### config.mk
export PLATFORM = sky130hd
export DESIGN_NAME = lifo_arbiter_flat
export DESIGN_NICKNAME = d
export VERILOG_FILES = /design/src/rtl/lifo_arbiter_if.sv /design/src/rtl/lifo_arbiter.sv /design/src/flat_wrapper.sv
export SDC_FILE = /design/constraint.sdc
export NUM_CORES = 2
export LEC_CHECK = 0
export ABC_AREA = 1
export BUFFER_PORTS_ARGS = -buffer_cell sky130_fd_sc_hd__buf_2
export CAP_MARGIN = 20
export CORE_ASPECT_RATIO = 1.1
export CORE_MARGIN = 2
export CORE_UTILIZATION = 45
export CTS_CLUSTER_SIZE = 20
export DETAILED_ROUTE_END_ITERATION = 10
export GPL_ROUTABILITY_DRIVEN = 0
export PLACE_DENSITY = 0.58
export REMOVE_ABC_BUFFERS = 1
export SLEW_MARGIN = 0
export SYNTH_ARGS = -nofsm -noshare
export SYNTH_HDL_FRONTEND = slang
export SYNTH_SLANG_ARGS = --single-unit
### constraint.sdc
create_clock -name clk -period 8.56 [get_ports clk]
set_clock_uncertainty 0.15 [all_clocks]
set_input_delay 1.284 -clock clk [delete_from_list [all_inputs] [get_ports clk]]
set_output_delay 1.284 -clock clk [all_outputs]
set_load 0.01 [all_outputs]
### src/rtl/lifo_arbiter_if.sv
// lifo_arbiter_if: requester/status bundle for lifo_arbiter.
// Signal prefixes are from the arbiter's point of view:
//   i_req0/1, i_op0/1 (1=push, 0=pop), i_wdata0/1 : requester inputs
//   o_gnt0/1, o_rdata, o_rvalid, o_err            : completion / pop result
//   o_full, o_empty, o_count                      : stack status
// Modports: slave = arbiter side, master = requester side.
interface lifo_arbiter_if #(
  parameter int unsigned DATA_W = 8,
  parameter int unsigned CNT_W  = 9
) ();

  logic              i_req0;
  logic              i_req1;
  logic              i_op0;
  logic              i_op1;
  logic [DATA_W-1:0] i_wdata0;
  logic [DATA_W-1:0] i_wdata1;
  logic              o_gnt0;
  logic              o_gnt1;
  logic [DATA_W-1:0] o_rdata;
  logic              o_rvalid;
  logic              o_err;
  logic              o_full;
  logic              o_empty;
  logic [CNT_W-1:0]  o_count;

  modport slave (
    input  i_req0, i_req1, i_op0, i_op1, i_wdata0, i_wdata1,
    output o_gnt0, o_gnt1, o_rdata, o_rvalid, o_err, o_full, o_empty, o_count
  );

  modport master (
    output i_req0, i_req1, i_op0, i_op1, i_wdata0, i_wdata1,
    input  o_gnt0, o_gnt1, o_rdata, o_rvalid, o_err, o_full, o_empty, o_count
  );

endinterface

### src/rtl/lifo_arbiter.sv
// lifo_arbiter: two-requester round-robin arbitrated LIFO stack.
// A three-state controller (ARB -> EXEC -> DONE) serves one push or pop per
// three cycles. Push when full / pop when empty is rejected with err and
// leaves memory, count and rdata untouched.
// Ports:
//   clk  : clock, rising edge
//   rst  : synchronous active-high reset
//   bus  : lifo_arbiter_if.slave (requests, grants, pop data, status)
// Build option:
//   LIFO_ARB_STICKY_ERR_EN : when defined, err stays high after any rejected
//                            transaction until rst; otherwise err is a
//                            one-cycle pulse aligned with gnt.
module lifo_arbiter #(
  parameter int unsigned DATA_W = 8,
  parameter int unsigned DEPTH  = 256,
  parameter int unsigned CNT_W  = 9
) (
  input  logic           clk,
  input  logic           rst,
  lifo_arbiter_if.slave  bus
);

  localparam int unsigned ADDR_W = (DEPTH > 1) ? $clog2(DEPTH) : 1;
  localparam logic [CNT_W-1:0] FULL_CNT = CNT_W'(DEPTH);
  localparam logic [CNT_W-1:0] ONE_CNT  = CNT_W'(1);

  typedef enum logic [1:0] {
    ST_ARB  = 2'd0,
    ST_EXEC = 2'd1,
    ST_DONE = 2'd2
  } state_t;

  state_t            r_state;
  logic              r_last;   // id of last served requester
  logic              r_id;     // latched winner
  logic              r_op;
  logic [DATA_W-1:0] r_wdata;
  logic [CNT_W-1:0]  r_count;
  logic              r_full;
  logic              r_empty;
  logic [DATA_W-1:0] r_rdata;
  logic              r_rvalid;
  logic              r_err;
  logic              r_gnt0;
  logic              r_gnt1;
  logic [DATA_W-1:0] r_mem [DEPTH];

  logic w_any;
  logic w_win;
  logic w_push_ok;

  // Round robin: on contention the requester not served last wins.
  assign w_any = bus.i_req0 | bus.i_req1;
  assign w_win = (bus.i_req0 & bus.i_req1) ? ~r_last : bus.i_req1;

  assign w_push_ok = (r_state == ST_EXEC) && r_op && !r_full;

  // Stack storage; never reset, and an abandoned push is not written.
  always_ff @(posedge clk) begin
    if (!rst && w_push_ok) begin
      r_mem[ADDR_W'(r_count)] <= r_wdata;
    end
  end

  // Controller, counter and registered outputs.
  always_ff @(posedge clk) begin
    if (rst) begin
      r_state  <= ST_ARB;
      r_last   <= 1'b1;
      r_id     <= 1'b0;
      r_op     <= 1'b0;
      r_wdata  <= '0;
      r_count  <= '0;
      r_full   <= 1'b0;
      r_empty  <= 1'b1;
      r_rdata  <= '0;
      r_rvalid <= 1'b0;
      r_err    <= 1'b0;
      r_gnt0   <= 1'b0;
      r_gnt1   <= 1'b0;
    end else begin
      r_gnt0   <= 1'b0;
      r_gnt1   <= 1'b0;
      r_rvalid <= 1'b0;
`ifndef LIFO_ARB_STICKY_ERR_EN
      r_err    <= 1'b0;
`endif
      case (r_state)
        ST_ARB: begin
          if (w_any) begin
            r_id    <= w_win;
            r_last  <= w_win;
            r_op    <= w_win ? bus.i_op1 : bus.i_op0;
            r_wdata <= w_win ? bus.i_wdata1 : bus.i_wdata0;
            r_state <= ST_EXEC;
          end
        end

        ST_EXEC: begin
          r_gnt0  <= ~r_id;
          r_gnt1  <= r_id;
          r_state <= ST_DONE;
          if (r_op) begin
            if (r_full) begin
              r_err <= 1'b1;
            end else begin
              r_count <= r_count + ONE_CNT;
              r_full  <= (r_count + ONE_CNT) == FULL_CNT;
              r_empty <= 1'b0;
            end
          end else begin
            if (r_empty) begin
              r_err <= 1'b1;
            end else begin
              r_rdata  <= r_mem[ADDR_W'(r_count - ONE_CNT)];
              r_rvalid <= 1'b1;
              r_count  <= r_count - ONE_CNT;
              r_empty  <= r_count == ONE_CNT;
              r_full   <= 1'b0;
            end
          end
        end

        ST_DONE: begin
          r_state <= ST_ARB;
        end

        default: begin
          r_state <= ST_ARB;
        end
      endcase
    end
  end

  assign bus.o_gnt0   = r_gnt0;
  assign bus.o_gnt1   = r_gnt1;
  assign bus.o_rdata  = r_rdata;
  assign bus.o_rvalid = r_rvalid;
  assign bus.o_err    = r_err;
  assign bus.o_full   = r_full;
  assign bus.o_empty  = r_empty;
  assign bus.o_count  = r_count;

endmodule

### src/flat_wrapper.sv
// flat-port wrapper written by rule: the top's interface ports become plain ports
module lifo_arbiter_flat 
#(
  parameter int unsigned DATA_W = 8,
  parameter int unsigned DEPTH  = 256,
  parameter int unsigned CNT_W  = 9
)
  (clk, rst, bus_i_req0, bus_i_req1, bus_i_op0, bus_i_op1, bus_i_wdata0, bus_i_wdata1, bus_o_gnt0, bus_o_gnt1, bus_o_rdata, bus_o_rvalid, bus_o_err, bus_o_full, bus_o_empty, bus_o_count);
  lifo_arbiter_if #(.DATA_W(DATA_W), .CNT_W(CNT_W)) bus_i ();
  input  logic clk;
  input  logic rst;
  input wire logic [$bits(bus_i.i_req0)-1:0] bus_i_req0;
  input wire logic [$bits(bus_i.i_req1)-1:0] bus_i_req1;
  input wire logic [$bits(bus_i.i_op0)-1:0] bus_i_op0;
  input wire logic [$bits(bus_i.i_op1)-1:0] bus_i_op1;
  input wire logic [$bits(bus_i.i_wdata0)-1:0] bus_i_wdata0;
  input wire logic [$bits(bus_i.i_wdata1)-1:0] bus_i_wdata1;
  output wire logic [$bits(bus_i.o_gnt0)-1:0] bus_o_gnt0;
  output wire logic [$bits(bus_i.o_gnt1)-1:0] bus_o_gnt1;
  output wire logic [$bits(bus_i.o_rdata)-1:0] bus_o_rdata;
  output wire logic [$bits(bus_i.o_rvalid)-1:0] bus_o_rvalid;
  output wire logic [$bits(bus_i.o_err)-1:0] bus_o_err;
  output wire logic [$bits(bus_i.o_full)-1:0] bus_o_full;
  output wire logic [$bits(bus_i.o_empty)-1:0] bus_o_empty;
  output wire logic [$bits(bus_i.o_count)-1:0] bus_o_count;
  assign bus_i.i_req0 = bus_i_req0;
  assign bus_i.i_req1 = bus_i_req1;
  assign bus_i.i_op0 = bus_i_op0;
  assign bus_i.i_op1 = bus_i_op1;
  assign bus_i.i_wdata0 = bus_i_wdata0;
  assign bus_i.i_wdata1 = bus_i_wdata1;
  assign bus_o_gnt0 = bus_i.o_gnt0;
  assign bus_o_gnt1 = bus_i.o_gnt1;
  assign bus_o_rdata = bus_i.o_rdata;
  assign bus_o_rvalid = bus_i.o_rvalid;
  assign bus_o_err = bus_i.o_err;
  assign bus_o_full = bus_i.o_full;
  assign bus_o_empty = bus_i.o_empty;
  assign bus_o_count = bus_i.o_count;
  lifo_arbiter #(.DATA_W(DATA_W), .DEPTH(DEPTH), .CNT_W(CNT_W)) u_core (.clk(clk), .rst(rst), .bus(bus_i));
endmodule
==> insert_results.sql <==
INSERT INTO impl_metrics (metric_group, metric, value, unit) VALUES
('clocking', 'post_cts_buffers', '0', ''),
('sta', 'maxSlewViolCount', '0', ''),
('pwr', 'power.internal', '17300', 'uW'),
('synthesis', 'number_of_enable_flip_flop_cells_after_synthesis', '2048', ''),
('place', 'dp_cells', '9267', ''),
('clocking', 'cts.hold.buffers_added', '0', ''),
('clocking', 'clk_path_buf_depth', '3', ''),
('sta', 'timing.final.crit_period', '5350', 'ps'),
('pwr', 'vdd_drop_max', '0.000162', 'V'),
('detailed_routing', 'length_of_routed_met3_wiring', '17600', 'um'),
('sta', 'tightestPinTransition', '1150', 'ps'),
('synthesis', 'post-synth-top-count-cell', 'sky130_fd_sc_hd__nand2_1', ''),
('pwr', 'power_switching_share', '0.267', ''),
('detailed_routing', 'm1WireLength', '99100', 'um'),
('final_layout', 'finish.net_count', '7064', ''),
('global_routing', 'wire_length_of_the_first_global_routing_pass', '357000', 'um'),
('critical_path', 'crit_type', 'reg -> reg', ''),
('final_layout', 'fill_cells', '16100', ''),
('clocking', 'clkSlewWorstSetupHoldPaths', '60', 'ps'),
('critical_path', 'worst-endpoint-required', '9210', 'ps'),
('synthesis', 'async_reset_ff_frac', '0', ''),
('critical_path', 'max_stage_delay', '1020', 'ps'),
('run', 'max-cap-violations', '0', ''),
('detailed_routing', 'via_per_inst', '5.77', ''),
('critical_path', 'critical_path.most_common_cell', 'sky130_fd_sc_hd__nand3_1', ''),
('global_routing', 'grt-ovfl-total', '0', ''),
('synthesis', 'synth-main-ff-cell', 'sky130_fd_sc_hd__edfxtp_1', ''),
('pwr', 'pwr_density_cell', '252', 'nW/um2'),
('floorplan', 'initial_utilization', '0.454', ''),
('global_routing', 'number_of_antenna_violations_at_the_first_check_in_global_routing', '5', ''),
('critical_path', 'critPathMaxFanout', '148', ''),
('run_status', 'outcome', 'finished clean', ''),
('synthesis', 'synth_area', '84600', 'um2'),
('synthesis', 'netlist_top_cells_count', 'sky130_fd_sc_hd__nand2_1, sky130_fd_sc_hd__edfxtp_1, sky130_fd_sc_hd__nand3_1', ''),
('critical_path', 'element_type_at_the_critical_path_start', 'flip-flop', ''),
('sta', 'worst_hold_margin', '316', 'ps'),
('detailed_routing', 'drtAntennaViolNets', '0', ''),
('place', 'dpl.hpwl', '134000', 'um'),
('synthesis', 'synth.top_cells.by_area', 'sky130_fd_sc_hd__edfxtp_1, sky130_fd_sc_hd__nand3_1, sky130_fd_sc_hd__nand2_1, sky130_fd_sc_hd__buf_2, sky130_fd_sc_hd__nor2_1', ''),
('clocking', 'htree_levels', '4', ''),
('critical_path', 'timing.critical_path.cells', 'inv_8 -> ha_4 -> inv_8 -> buf_4 -> nand3_1 -> nand3_1 -> nand3_1 -> nand3_1 -> nand3_1 -> nand3_1 -> nand2_1 -> nand2_1 -> nand3_1 -> nand2_1 -> inv_1', ''),
('final_layout', 'fin_cells', '9657', ''),
('synthesis', 'synth.distinct_cells', '30', ''),
('synthesis', 'yosysWarningCount', '0', ''),
('pwr', 'share_comb_of_total_power', '0.120', ''),
('critical_path', 'cp_data_arrival_time', '6000', 'ps'),
('synthesis', 'synth_largest_area_cell', 'sky130_fd_sc_hd__edfxtp_1', ''),
('clocking', 'clk_latency', '860', 'ps'),
('detailed_routing', 'finalWirelength', '242000', 'um'),
('detailed_routing', 'number_of_search_and_repair_iterations_in_the_first_detailed_routing_pass', '6', ''),
('critical_path', 'slowest_stage', 'sky130_fd_sc_hd__ha_4', ''),
('synthesis', 'synthesis.area_per_instance', '11.8', 'um2'),
('synthesis', 'synth_cells', '7189', ''),
('global_routing', 'track_usage', '0.249', ''),
('sta', 'setup_viol', '0', ''),
('clocking', 'clkSinkCount', '2084', ''),
('detailed_routing', 'routed-via-count', '55700', ''),
('final_layout', 'layout-area-overhead-vs-synth', '10.6', '%'),
('floorplan', 'dieWidth', '417', 'um'),
('sta', 'fin_hold_viols', '0', ''),
('floorplan', 'die-height', '459', 'um'),
('pwr', 'power.share.sequential', '0.489', ''),
('place', 'dp_slack', '3460', 'ps'),
('global_routing', 'grt_start_max_net_pins', '208', ''),
('worst_hold_path', 'hold_path_depth', '2', ''),
('critical_path', 'r2r_cells', '15', ''),
('synthesis', 'seq_area_frac_synth', '0.736', ''),
('sta', 'worst_slack', '3210', 'ps'),
('sta', 'maximum_clock_frequency', '187', 'MHz'),
('floorplan', 'coreArea', '186000', 'um2'),
('floorplan', 'number_of_primary_i_o_pins', '45', '');
==> layout by cell type (no fill, tap or decap), types with 9 or more instances in the layout <==
cell type / instances
sky130_fd_sc_hd__bufinv_16: 24
sky130_fd_sc_hd__inv_1: 40
sky130_fd_sc_hd__clkbuf_1: 39
sky130_fd_sc_hd__buf_2: 44
sky130_fd_sc_hd__dfxtp_1: 27
sky130_fd_sc_hd__buf_4: 73
sky130_fd_sc_hd__nand2_1: 2144
sky130_fd_sc_hd__dfxtp_4: 9
sky130_fd_sc_hd__o21ai_0: 18
sky130_fd_sc_hd__buf_12: 13
sky130_fd_sc_hd__a31oi_1: 11
sky130_fd_sc_hd__clkbuf_16: 206
sky130_fd_sc_hd__clkinv_2: 37
sky130_fd_sc_hd__edfxtp_1: 2048
sky130_fd_sc_hd__clkinv_1: 48
sky130_fd_sc_hd__nor2_1: 291
sky130_fd_sc_hd__nand3_1: 2036
==> flip-flops by register name, summed over array words and instances (netlist names), 2 cells and up <==
signal,count
u_core.r_mem,2048
u_core.bus.o_count,9
u_core.bus.o_rdata,8
u_core.r_wdata,8
u_core.r_state,2
==> cells by family after synthesis <==
logic type      synth area share
buf+inv                   0.0283
flops                      0.736
xor+xnor                 0.00111
fa+ha+maj               0.000592
compound gates           0.00314
simple gates               0.231
==> layout make-up <==
cell class                 instances  share of cell area
inverter                          52             0.00225
multi-input combinational       4565               0.215
sequential                      2084               0.666
clock inverter                   134              0.0156
antenna                            4            0.000107
timing repair buffer             130              0.0110
clock buffer                     252              0.0577
tap                             2436              0.0326
==> per-layer routing <==
metal  GRT usage  vias to the layer above
li1            -                    25200
met1       0.339                    27600
met2       0.400                     2370
met3      0.0381                      487
met4       0.108                        8
met5           0                        -
==> final timing paths <==
check | startpoint | endpoint | slack, ps
worst max-delay path | u_core.bus.o_count[0] | u_core.bus.o_rdata[6] | 3210
worst max register to register | u_core.bus.o_count[0] | u_core.bus.o_rdata[6] | 3210
worst min-delay path | u_core.r_last | u_core.r_last | 320
worst min register to register | u_core.r_last | u_core.r_last | 320
==> critical path, delay by kind of cell (launching register included) <==
family / cells / cell delay (ps)
AND/OR/NAND/NOR: 10 / 1600
buffers and inverters: 4 / 1270
adder cells (fa/ha/maj): 1 / 1020
flip-flops: 1 / 740
==> power groups by stage <==
stage | registers (uW) | logic [uW] | clock network (uW)
global route | 11500 | 3010 | 9680
detailed placement | 11700 | 2790 | 0
global placement | 11700 | 2790 | 0
finish | 11500 | 2830 | 9200
CTS | 11500 | 2800 | 9290
floorplan | 11900 | 1710 | 0
==> through the flow <==
stage | util | cell area, um2 | power, uW
after floorplan | - | 82400 | 13700
after global placement | 0.465 | 86600 | 14500
after detailed placement | 0.465 | 86700 | 14500
after CTS | 0.502 | 93500 | 23600
after global routing | 0.502 | 93500 | 24200
final | 0.502 | 93500 | 23600
Note: power is estimated with default switching activity, not from simulation.
